## src/rtl/udp_arb_pkg.sv

```systemverilog
// Shared constants and helpers for the two-channel UDP transmit arbiter.
package udp_arb_pkg;

  localparam int unsigned LEN_W  = 16;
  localparam int unsigned DATA_W = 64;
  localparam int unsigned KEEP_W = 8;
  localparam int unsigned BEAT_W = 8;
  localparam int unsigned CNT_W  = 16;

  localparam logic [1:0] ST_IDLE = 2'd0;
  localparam logic [1:0] ST_REQ  = 2'd1;
  localparam logic [1:0] ST_DATA = 2'd2;
  localparam logic [1:0] ST_GAP  = 2'd3;

  localparam logic [LEN_W-1:0] MAX_LEN_DEF = 16'd1472;

  // True on the last cycle of a count of lim cycles; lim=0 behaves as one cycle.
  function automatic logic cnt_expired(input logic [CNT_W-1:0] cnt,
                                       input logic [CNT_W-1:0] lim);
    return ({1'b0, cnt} + 17'd1) >= {1'b0, lim};
  endfunction

  function automatic logic [BEAT_W-1:0] beats_of(input logic [LEN_W-1:0] len);
    logic [LEN_W:0] sum;
    sum = {1'b0, len} + 17'd7;
    return sum[BEAT_W+2:3];
  endfunction

  function automatic logic [KEEP_W-1:0] last_keep(input logic [2:0] rem);
    logic [KEEP_W-1:0] k;
    for (int i = 0; i < KEEP_W; i++) begin
      k[i] = (rem == 3'd0) || (3'(i) < rem);
    end
    return k;
  endfunction

endpackage

```

## src/rtl/udp_tx_arbiter_if.sv

```systemverilog
// UDP core transmit handshake: status from the core, request/data toward it.
interface udp_tx_arbiter_if;
  import udp_arb_pkg::*;

  logic                  udp_tx_ready;
  logic                  app_tx_ack;
  logic                  dst_ip_unreachable;
  logic                  app_tx_request;
  logic                  app_tx_data_valid;
  logic                  app_tx_data_last;
  logic [DATA_W-1:0]     app_tx_data;
  logic [KEEP_W-1:0]     app_tx_data_keep;
  logic [LEN_W-1:0]      app_tx_data_length;

  modport master (
    input  udp_tx_ready, app_tx_ack, dst_ip_unreachable,
    output app_tx_request, app_tx_data_valid, app_tx_data_last,
           app_tx_data, app_tx_data_keep, app_tx_data_length
  );

  modport slave (
    output udp_tx_ready, app_tx_ack, dst_ip_unreachable,
    input  app_tx_request, app_tx_data_valid, app_tx_data_last,
           app_tx_data, app_tx_data_keep, app_tx_data_length
  );
endinterface

```

## src/rtl/udp_tx_arbiter.sv

```systemverilog
// Round-robin arbiter moving whole packets from two FWFT sources into a UDP core,
// with length screening, ack timeout and an enforced inter-packet gap.
module udp_tx_arbiter
  import udp_arb_pkg::*;
#(
  parameter logic [15:0] GAP_CYCLES  = 16'd20000,
  parameter logic [15:0] ACK_TIMEOUT = 16'd50000,
  parameter logic [15:0] MAX_LEN     = MAX_LEN_DEF
) (
  input  logic                clk_15_625,
  input  logic                core_reset,
  input  logic                ch0_req,
  input  logic [LEN_W-1:0]    ch0_len,
  input  logic [DATA_W-1:0]   ch0_data,
  output logic                ch0_rd,
  output logic                ch0_done,
  output logic                ch0_drop,
  input  logic                ch1_req,
  input  logic [LEN_W-1:0]    ch1_len,
  input  logic [DATA_W-1:0]   ch1_data,
  output logic                ch1_rd,
  output logic                ch1_done,
  output logic                ch1_drop,
  udp_tx_arbiter_if.master    udp,
  output logic                busy
);

  logic [1:0]        state_q,    state_d;
  logic [CNT_W-1:0]  cnt_q,      cnt_d;
  logic              gnt_q,      gnt_d;
  logic              last_gnt_q, last_gnt_d;
  logic [LEN_W-1:0]  len_q,      len_d;
  logic [BEAT_W-1:0] beats_q,    beats_d;
  logic [BEAT_W-1:0] beat_q,     beat_d;
  logic              req_q,      req_d;
  logic              valid_q,    valid_d;
  logic              last_q,     last_d;
  logic [KEEP_W-1:0] keep_q,     keep_d;
  logic [LEN_W-1:0]  length_q,   length_d;
  logic [1:0]        done_q,     done_d;
  logic [1:0]        drop_q,     drop_d;
  logic              pick_c;

  // Both requesting: the channel not served last wins.
  assign pick_c = (ch0_req && ch1_req) ? ~last_gnt_q : ch1_req;

  always_comb begin
    state_d    = state_q;
    gnt_d      = gnt_q;
    last_gnt_d = last_gnt_q;
    len_d      = len_q;
    beats_d    = beats_q;
    beat_d     = '0;
    done_d     = 2'b00;
    drop_d     = 2'b00;

    case (state_q)
      ST_IDLE: begin
        if (udp.udp_tx_ready && (ch0_req || ch1_req)) begin
          gnt_d   = pick_c;
          len_d   = pick_c ? ch1_len : ch0_len;
          beats_d = beats_of(len_d);
          if ((len_d == '0) || (len_d > MAX_LEN)) begin
            drop_d[pick_c] = 1'b1;
            last_gnt_d     = pick_c;
            state_d        = ST_GAP;
          end else begin
            state_d = ST_REQ;
          end
        end
      end
      ST_REQ: begin
        if (udp.app_tx_ack) begin
          state_d = ST_DATA;
        end else if (udp.dst_ip_unreachable || cnt_expired(cnt_q, ACK_TIMEOUT)) begin
          drop_d[gnt_q] = 1'b1;
          last_gnt_d    = gnt_q;
          state_d       = ST_GAP;
        end
      end
      ST_DATA: begin
        if (last_q) begin
          done_d[gnt_q] = 1'b1;
          last_gnt_d    = gnt_q;
          state_d       = ST_GAP;
        end else begin
          beat_d = beat_q + 8'd1;
        end
      end
      ST_GAP: begin
        if (cnt_expired(cnt_q, GAP_CYCLES)) begin
          state_d = ST_IDLE;
        end
      end
      default: state_d = ST_IDLE;
    endcase

    cnt_d = (state_d != state_q) ? '0 : cnt_q + 16'd1;

    // Output registers are loaded from the state being entered.
    req_d    = (state_d == ST_REQ);
    length_d = req_d ? len_d : '0;
    valid_d  = (state_d == ST_DATA);
    last_d   = valid_d && (beat_d == (beats_d - 8'd1));
    keep_d   = !valid_d ? '0 : (last_d ? last_keep(len_d[2:0]) : 8'hFF);
  end

  always_ff @(posedge clk_15_625 or posedge core_reset) begin
    if (core_reset) begin
      state_q    <= ST_IDLE;
      cnt_q      <= '0;
      gnt_q      <= 1'b0;
      last_gnt_q <= 1'b1;
      len_q      <= '0;
      beats_q    <= '0;
      beat_q     <= '0;
      req_q      <= 1'b0;
      valid_q    <= 1'b0;
      last_q     <= 1'b0;
      keep_q     <= '0;
      length_q   <= '0;
      done_q     <= 2'b00;
      drop_q     <= 2'b00;
    end else begin
      state_q    <= state_d;
      cnt_q      <= cnt_d;
      gnt_q      <= gnt_d;
      last_gnt_q <= last_gnt_d;
      len_q      <= len_d;
      beats_q    <= beats_d;
      beat_q     <= beat_d;
      req_q      <= req_d;
      valid_q    <= valid_d;
      last_q     <= last_d;
      keep_q     <= keep_d;
      length_q   <= length_d;
      done_q     <= done_d;
      drop_q     <= drop_d;
    end
  end

  assign udp.app_tx_request     = req_q;
  assign udp.app_tx_data_valid  = valid_q;
  assign udp.app_tx_data_last   = last_q;
  assign udp.app_tx_data_keep   = keep_q;
  assign udp.app_tx_data_length = length_q;
  assign udp.app_tx_data        = gnt_q ? ch1_data : ch0_data;

  assign ch0_rd   = valid_q && !gnt_q;
  assign ch1_rd   = valid_q &&  gnt_q;
  assign ch0_done = done_q[0];
  assign ch1_done = done_q[1];
  assign ch0_drop = drop_q[0];
  assign ch1_drop = drop_q[1];
  assign busy     = (state_q != ST_IDLE);

endmodule

```

## src/flat_wrapper.sv

```systemverilog
// flat-port wrapper written by rule: the top's interface ports become plain ports
module udp_tx_arbiter_flat import udp_arb_pkg::*;
#(
  parameter logic [15:0] GAP_CYCLES  = 16'd20000,
  parameter logic [15:0] ACK_TIMEOUT = 16'd50000,
  parameter logic [15:0] MAX_LEN     = MAX_LEN_DEF
)
  (clk_15_625, core_reset, ch0_req, ch0_len, ch0_data, ch0_rd, ch0_done, ch0_drop, ch1_req, ch1_len, ch1_data, ch1_rd, ch1_done, ch1_drop, busy, udp_udp_tx_ready, udp_app_tx_ack, udp_dst_ip_unreachable, udp_app_tx_request, udp_app_tx_data_valid, udp_app_tx_data_last, udp_app_tx_data, udp_app_tx_data_keep, udp_app_tx_data_length);
  udp_tx_arbiter_if udp_i ();
  input  logic clk_15_625;
  input  logic core_reset;
  input  logic ch0_req;
  input  logic [LEN_W-1:0] ch0_len;
  input  logic [DATA_W-1:0] ch0_data;
  output logic ch0_rd;
  output logic ch0_done;
  output logic ch0_drop;
  input  logic ch1_req;
  input  logic [LEN_W-1:0] ch1_len;
  input  logic [DATA_W-1:0] ch1_data;
  output logic ch1_rd;
  output logic ch1_done;
  output logic ch1_drop;
  output logic busy;
  input wire logic [$bits(udp_i.udp_tx_ready)-1:0] udp_udp_tx_ready;
  input wire logic [$bits(udp_i.app_tx_ack)-1:0] udp_app_tx_ack;
  input wire logic [$bits(udp_i.dst_ip_unreachable)-1:0] udp_dst_ip_unreachable;
  output wire logic [$bits(udp_i.app_tx_request)-1:0] udp_app_tx_request;
  output wire logic [$bits(udp_i.app_tx_data_valid)-1:0] udp_app_tx_data_valid;
  output wire logic [$bits(udp_i.app_tx_data_last)-1:0] udp_app_tx_data_last;
  output wire logic [$bits(udp_i.app_tx_data)-1:0] udp_app_tx_data;
  output wire logic [$bits(udp_i.app_tx_data_keep)-1:0] udp_app_tx_data_keep;
  output wire logic [$bits(udp_i.app_tx_data_length)-1:0] udp_app_tx_data_length;
  assign udp_i.udp_tx_ready = udp_udp_tx_ready;
  assign udp_i.app_tx_ack = udp_app_tx_ack;
  assign udp_i.dst_ip_unreachable = udp_dst_ip_unreachable;
  assign udp_app_tx_request = udp_i.app_tx_request;
  assign udp_app_tx_data_valid = udp_i.app_tx_data_valid;
  assign udp_app_tx_data_last = udp_i.app_tx_data_last;
  assign udp_app_tx_data = udp_i.app_tx_data;
  assign udp_app_tx_data_keep = udp_i.app_tx_data_keep;
  assign udp_app_tx_data_length = udp_i.app_tx_data_length;
  udp_tx_arbiter #(.GAP_CYCLES(GAP_CYCLES), .ACK_TIMEOUT(ACK_TIMEOUT), .MAX_LEN(MAX_LEN)) u_core (.clk_15_625(clk_15_625), .core_reset(core_reset), .ch0_req(ch0_req), .ch0_len(ch0_len), .ch0_data(ch0_data), .ch0_rd(ch0_rd), .ch0_done(ch0_done), .ch0_drop(ch0_drop), .ch1_req(ch1_req), .ch1_len(ch1_len), .ch1_data(ch1_data), .ch1_rd(ch1_rd), .ch1_done(ch1_done), .ch1_drop(ch1_drop), .udp(udp_i), .busy(busy));
endmodule
```

## config.mk

```make
export PLATFORM = sky130hd
export DESIGN_NAME = udp_tx_arbiter_flat
export DESIGN_NICKNAME = d
export VERILOG_FILES = /design/src/rtl/udp_arb_pkg.sv /design/src/rtl/udp_tx_arbiter_if.sv /design/src/rtl/udp_tx_arbiter.sv /design/src/flat_wrapper.sv
export SDC_FILE = /design/constraint.sdc
export NUM_CORES = 1
export LEC_CHECK = 0
export CORE_AREA = 2 2 124 126
export CTS_CLUSTER_DIAMETER = 150
export DETAILED_ROUTE_END_ITERATION = 12
export DIE_AREA = 0 0 126 128
export GPL_ROUTABILITY_DRIVEN = 1
export GPL_TIMING_DRIVEN = 0
export PLACE_DENSITY = 0.81
export SLEW_MARGIN = 40
export SYNTH_ARGS = -nofsm -noshare
export SYNTH_HDL_FRONTEND = slang
export SYNTH_SLANG_ARGS = --single-unit
export TNS_END_PERCENT = 5
```

## constraint.sdc

```tcl
create_clock -name clk_15_625 -period 3.1 [get_ports clk_15_625]
set_clock_uncertainty 0.1 [all_clocks]
set_input_delay 0.31 -clock clk_15_625 [delete_from_list [all_inputs] [get_ports clk_15_625]]
set_output_delay 0.31 -clock clk_15_625 [all_outputs]
set_load 0.005 [all_outputs]
```

; ---- Word level (Yosys, flattened, before mapping)
; Cells that the tools add are included.
[op_classes]
bitwise_logic = 1
n_reduce_logical = 26
muxes = 37
n_lt_le_gt_ge = 15
add_sub_neg = 5
eq_ne = 12
[op_table]
columns = cell, n
row1 = 16-bit two-way mux, 5
row2 = 64-bit two-way mux, 1
row3 = 8-bit two-way mux, 6
row4 = 2-bit two-way mux, 12
row5 = "16-bit by 1-bit adder with 17-bit output, second input constant", 1
row6 = "17-bit by 15-bit greater-or-equal comparator with 1-bit output, second input constant", 1
row7 = "17-bit by 16-bit greater-or-equal comparator with 1-bit output, second input constant", 1
row8 = "16-bit by 1-bit adder with 16-bit output, second input constant", 1
row9 = "16-bit by 11-bit > comparator with 1-bit output, second input constant", 1
row10 = 16-bit zero test, 1
row11 = "3-bit less-than comparator, first input constant", 4
row12 = "11-bit by 3-bit adder with 11-bit output, second input constant", 1
row13 = 1-bit logical OR, 11
row14 = "8-bit by 1-bit adder with 8-bit output, second input constant", 1
row15 = 8-bit == test, 1
row16 = 1-bit two-way mux, 8
row17 = "2-bit by 1-bit inequality test with 1-bit output, second input constant", 4
row18 = 2-bit case mux with 4 select lines, 1
row19 = "8-bit by 1-bit subtractor with 8-bit output, second input constant", 1
row20 = 1-bit logical AND, 7
row21 = "2-bit == test, second input constant", 3
row22 = "1-bit by 3-bit less-than comparator with 1-bit output, first input constant", 2
row23 = "2-bit by 3-bit less-than comparator with 1-bit output, first input constant", 2
row24 = 6-bit AND reduction, 1
row25 = 15 further kinds, 19
[word_totals]
out_inout_bits = 98
inputBits = 167
regBits = 83
wordCells = 110

; ---- Longest topological paths before layout
[depth]
word_depth = 12
mapped_depth = 15
mapped_depth_nobuf = 13

; ---- Worst setup path after synthesis
; Ideal clock, no wire load.
[synth_path]
path_type = register to register
start = register u_core.state_q[0]
end = register u_core.keep_q[2], in the netlist u_core.udp.app_tx_data_keep[2]
required_ps = 2854
slack_ps = -285
period_less_slack_ps = 3385
stages_incl_launch_ff = 16
setup_time_ps = 146
path_buffers = 3
arrival_time_ps = 3139
cell_sequence = dfrtp_1 -> inv_1 -> ha_1 -> inv_1 -> nor2_1 -> clkbuf_1 -> buf_1 -> clkbuf_1 -> mux2i_1 -> ha_1 -> nand2_1 -> nor2_1 -> mux2_2 -> mux2i_1 -> nor2_1 -> a41oi_1
[synth_via]
elab_chain_cells = 7
word_cells_on_any_way = 22
cone_classes = add/sub: 1 / order compare: 1 / eq/ne: 5 / mux: 11 / reduce/logical: 4
[synth_rtl]
columns = element, line_no
row1 = from (decl), udp_tx_arbiter.sv:28  ; logic [1:0] state_q, state_d;
row2 = from (signal assigned), udp_tx_arbiter.sv:125  ; state_q <= state_d;
row3 = 2-bit zero test or 2-bit two-way mux (tied branches), "udp_tx_arbiter.sv:57, udp_tx_arbiter.sv:75"
row4 = 8-bit two-way mux or 2-bit two-way mux (tied branches), "udp_tx_arbiter.sv:57, udp_tx_arbiter.sv:73"
row5 = 8-bit by 1-bit subtractor with 8-bit output or 2-bit case mux with 4 select lines (tied branches), "udp_tx_arbiter.sv:104, udp_tx_arbiter.sv:57"
row6 = 8-bit == test or 2-bit == test (tied branches), "udp_tx_arbiter.sv:104, udp_tx_arbiter.sv:103"
row7 = 1-bit logical AND, udp_tx_arbiter.sv:104  ; last_d = valid_d && (beat_d == (beats_d - 8'd1));
row8 = 8-bit two-way mux, udp_tx_arbiter.sv:105  ; keep_d = !valid_d ? '0 : (last_d ? last_keep(len_d[2:0]) : 8'hFF);
row9 = 8-bit two-way mux *, udp_tx_arbiter.sv:105
row10 = named net u_core.keep_d[2], udp_tx_arbiter.sv:38  ; logic [KEEP_W-1:0] keep_q, keep_d;
row11 = to (signal assigned), udp_tx_arbiter.sv:135  ; keep_q <= keep_d;
row12 = to (decl), udp_tx_arbiter.sv:38
; The timed path passes the listed nets; every way through them passes the cells marked *.
; A chain may end at the register's enable or synchronous reset.

; ---- Worst setup path in the final report
[layout_path]
start = register u_core.cnt_q[0]
end = register u_core.cnt_q[6]
[layout_via]
elab_chain_cells = 8
word_cells_on_any_way = 11
cone_classes = add/sub: 2 / order compare: 2 / eq/ne: 1 / mux: 5 / reduce/logical: 1
[layout_rtl]
columns = element, line_no
row1 = from (decl), udp_tx_arbiter.sv:29  ; logic [CNT_W-1:0] cnt_q, cnt_d;
row2 = from (signal assigned), udp_tx_arbiter.sv:126  ; cnt_q <= cnt_d;
row3 = 16-bit by 1-bit adder with 17-bit output, udp_arb_pkg.sv:20  ; return ({1'b0, cnt} + 17'd1) >= {1'b0, lim};
row4 = 17-bit by 16-bit greater-or-equal comparator with 1-bit output, udp_arb_pkg.sv:20
row5 = 1-bit logical OR, udp_tx_arbiter.sv:75  ; end else if (udp.dst_ip_unreachable || cnt_expired(cnt_q, ACK_TIMEOUT)) begin
row6 = 2-bit two-way mux, udp_tx_arbiter.sv:75
row7 = 2-bit two-way mux, udp_tx_arbiter.sv:73  ; if (udp.app_tx_ack) begin
row8 = 2-bit case mux with 4 select lines, udp_tx_arbiter.sv:57  ; case (state_q)
row9 = 2-bit inequality test, udp_tx_arbiter.sv:98  ; cnt_d = (state_d != state_q) ? '0 : cnt_q + 16'd1;
row10 = 16-bit two-way mux *, udp_tx_arbiter.sv:98
row11 = named net u_core.cnt_d[6], udp_tx_arbiter.sv:29
; Marked as above.

==> qor.log <==
[logic_synthesis] Mapped Nets 764
[floorplanning] effective utilization at floorplan 0.3726
[drt] Avg Vias per Cell 5.465
[drt] DRT Wirelength 21600 um
[global_routing] pin count of the biggest net entering global routing 43
[clocking] CTS tree yes
[global_routing] initial antenna violation count 4
[timing] RSZ-0062 raised after global routing yes
[run_status] failing checks setup timing
[logic_synthesis] main flop type after synthesis sky130_fd_sc_hd__dfrtp_1
[placed_design] Final GP Congestion 0.8988
[run_status] result of the run finished, violations left
[power_and_ir_drop] Overall Power 6687 uW
[timing] total count of max-transition violations in the final report 0
[clocking] clock root cell sky130_fd_sc_hd__clkbuf_16
[finish] area of combinational cells with multiple inputs 3550 um2
[placed_design] count of port buffers added during placement 264
[global_routing] residual overflow from global routing 0
[global_routing] first-pass GRT wire length 31260 um
[logic_synthesis] number of cells produced by synthesis 589
[floorplanning] # rows 45
[drt] number of nets with antenna violations after detailed routing 0
[worst_setup_path] minimum setup slack among reg-to-reg paths -0.02 ns
[finish] fraction of layout cells with a size suffix above 1 0.2260
[finish] final net count 1055
[logic_synthesis] Yosys warning count 0
[logic_synthesis] Synth async-reset ratio 1.000
[global_routing] vias in the first global route 5689
[clocking] number of clock buffers inserted by TritonCTS 9
[power_and_ir_drop] LEAKAGE 0.003770 uW
[timing] slew at the pin closest to its max-slew limit 0.5671 ns
[min_path] kind of path behind the tightest hold check primary input to async pin
[drt] average wire per cell in the routed design 20.10 um
[logic_synthesis] area fraction of the dominant cell type after synthesis 0.3705
[finish] filler instances 1237
[timing] Final Hold Viols 0
[worst_setup_path] startpoint kind of the worst setup timing path flop
[worst_setup_path] Worst setup EP type flop
[job] number of max-cap violations 0
[floorplanning] Core ar. 14860 um2
[logic_synthesis] Mapped Area 5538 um2
[clocking] clk buf depth 2
[global_routing] total routing usage reported by global routing 0.2500
[logic_synthesis] Post-synth EDFFs 0
[finish] Area growth, synth to finish 67.58%
[floorplanning] number of placed I/O pins 265
[clocking] cts hold-fix bufs 0
[timing] post-route worst setup slack -0.02292 ns
[timing] final-layout setup total negative slack -0.1156 ns
[worst_setup_path] cell depth of the worst flop-to-flop path 13
[worst_setup_path] reg-to-reg endpoint u_core.cnt_q[6]
[timing] crit share post-route 1.007
[logic_synthesis] average size of a mapped cell 9.402 um2
[placed_design] post-placement worst setup slack -0.9864 ns
[clocking] latest clock arrival within the worst-skew pair 0.35 ns
[placed_design] Final HPWL DP 16430 um
[worst_setup_path] path type of the worst setup path flop to flop
[worst_setup_path] R2R Path Start u_core.cnt_q[0]
[worst_setup_path] data arrival time of the worst path 3.30 ns
[worst_setup_path] critical path peak fanout 7
[power_and_ir_drop] Power Density 720.5 nW/um2
[floorplanning] die boundary height 128 um
[logic_synthesis] sequential share of the synthesized area 0.3753
[finish] footprint of the flip-flops and latches 2088 um2
[power_and_ir_drop] Peak VDD IR 0.6128 mV
[worst_setup_path] Crit path required time 3.28 ns
[drt] residual DRC count 0
[timing] top achievable clock speed 320.2 MHz
[floorplanning] width of the chip 126 um
[drt] total number of vias 5875
[timing] Setup violations, final 9
[floorplanning] die outline area 16130 um2
[drt] detailed-router iteration count before antenna repair 5
[clocking] total number of clock tree sinks 83
[logic_synthesis] Area contributors post-synth sky130_fd_sc_hd__dfrtp_1 37%, sky130_fd_sc_hd__mux2_2 13%, sky130_fd_sc_hd__nand2_1 4.1%, sky130_fd_sc_hd__nor2_1 3.7%, sky130_fd_sc_hd__xnor2_1 3.0%
[clocking] count of H-tree levels built during CTS 3
[timing] final critical-path required period 3.123 ns
[clocking] Worst-path clk slew 0.08 ns
[drt] first-iteration detailed-routing DRC count 423
[logic_synthesis] biggest area consumer among synthesized cells sky130_fd_sc_hd__dfrtp_1
[logic_synthesis] number of register bits inferred by synthesis 83
[timing] max_slew headroom 0.6219
[logic_synthesis] number of unique standard cell types used by synthesis 69
==> state kept, by name, indices dropped and copies added, names as in the netlist <==
signal / cells
u_core.beats_q: 8
u_core.udp.app_tx_data_length: 16
u_core.state_q: 2
u_core.last_gnt_q: 1
u_core.udp.app_tx_data_last: 1
u_core.beat_q: 8
u_core.cnt_q: 16
u_core.udp.app_tx_data_valid: 1
u_core.udp.app_tx_data_keep: 8
u_core.done_q: 2
u_core.udp.app_tx_request: 1
u_core.drop_q: 2
u_core.gnt_q: 1
u_core.len_q: 16
==> cells by family after synthesis <==
group                      share of synthesized area
and+or+nand+nor                               0.2131
DFF                                           0.3753
adders and majority gates                    0.01808
buffers and inverters                        0.04067
AOI/OAI and AO/OA                             0.1405
xor gates and xnor gates                     0.06010
muxes                                         0.1523
==> cells in the mapped netlist, drive strengths merged, types with 3 or more instances <==
library cell and n:
dfrtp 82, mux2 66, nand2 61, nor2 58
o21ai 26, nor2b 20, inv 19, xnor2 19
xor2 19, a21oi 18, a31oi 18, clkbuf 18
nand3 17, nor3 17, buf 12, mux2i 10
nor4 10, ha 8, and3 6, o211ai 6
a211oi 5, nand2b 5, nand4 5, or4 4
a41oi 3, and2 3, and3b 3, nor3b 3
o311ai 3, o31a 3, o32ai 3, or3 3
==> worst max path at each step <==
stage                      startpoint                        endpoint  slack (ns)  cells past startpoint
floorplan           u_core.state_q[0]  u_core.udp.app_tx_data_keep[2]        0.04                     15
global placement              ch1_req  u_core.udp.app_tx_data_keep[2]       -0.92                     14
detailed placement            ch1_req     u_core.udp.app_tx_data_last       -0.99                     14
CTS                           ch1_req     u_core.udp.app_tx_data_last       -0.02                     14
global route          u_core.cnt_q[0]                u_core.cnt_q[14]       -0.12                     13
finish                u_core.cnt_q[0]                 u_core.cnt_q[6]       -0.02                     13
==> where the power goes <==
group          switching, uW  internal [uW]
clock                    528            578
combinational           1890           2090
sequential               175           1430
total                   2590           4090
==> cells in the final DEF (no fill, tap or decap), types with 18 or more instances in the layout <==
cell type	Yosys	layout
sky130_fd_sc_hd__dfrtp_1	82	74
sky130_fd_sc_hd__nor2_1	54	42
sky130_fd_sc_hd__buf_4	0	18
sky130_fd_sc_hd__a31oi_1	18	18
sky130_fd_sc_hd__o21ai_0	25	22
sky130_fd_sc_hd__xnor2_1	19	19
sky130_fd_sc_hd__nand2_1	61	59
sky130_fd_sc_hd__clkdlybuf4s50_1	0	261
sky130_fd_sc_hd__mux2_2	66	66
sky130_fd_sc_hd__xor2_1	19	18
==> cell type report <==
cell class,count,share of cell area
Sequential cell,83,0.2250
Inverter,19,0.008224
Clock inverter,7,0.008494
Multi-Input combinational cell,457,0.3825
Timing Repair Buffer,282,0.3023
Clock buffer,9,0.02427
Tap cell,188,0.02535
Buffer,28,0.02332
Antenna cell,2,0.0005393
==> routing by layer <==
metal | share of wire | vias to the layer above | global-route usage
met5 | 0.0010 | - | 0
met4 | 0.038 | 4 | 0.1034
met3 | 0.079 | 56 | 0.06720
met2 | 0.51 | 293 | 0.4396
met1 | 0.37 | 2818 | 0.2886
li1 | - | 2704 | -
==> repair_timing <==
action | CTS | global route
cloned | 0 | 1
gates resized for setup | 49 | 67
setup endpoints to repair | 43 | 52
pin swaps | 6 | 18
setup buffers | 7 | 9
hold endpoints to repair | 0 | 0
==> worst max-delay path, cell delays in order, from the launching register on <==
cell                       delay (ns)
sky130_fd_sc_hd__dfrtp_2         0.43
sky130_fd_sc_hd__buf_4           0.17
sky130_fd_sc_hd__and2_1          0.21
sky130_fd_sc_hd__o311a_1         0.34
sky130_fd_sc_hd__o32a_1          0.31
sky130_fd_sc_hd__a21oi_2         0.20
sky130_fd_sc_hd__o311ai_2        0.14
sky130_fd_sc_hd__a221oi_2        0.31
sky130_fd_sc_hd__buf_4           0.17
sky130_fd_sc_hd__nor3b_1         0.04
sky130_fd_sc_hd__a21oi_1         0.15
sky130_fd_sc_hd__o211ai_2        0.19
sky130_fd_sc_hd__buf_6           0.20
sky130_fd_sc_hd__nor2_2          0.10
==> through the flow <==
step / std cells / hold slack, ns / util / cell area (um2)
3_3_place_gp: 1041 / 0.3618 / 0.5666 / 8422
5_1_grt: 1075 / 0.2672 / 0.6243 / 9280
4_1_cts: 1063 / 0.2451 / 0.6030 / 8964
3_5_place_dp: 1042 / 0.3757 / 0.5683 / 8447
2_1_floorplan: 589 / 0.3462 / - / 5544
6_report: 1075 / 0.2357 / 0.6243 / 9280
Note: power is estimated with default switching activity, not from simulation.
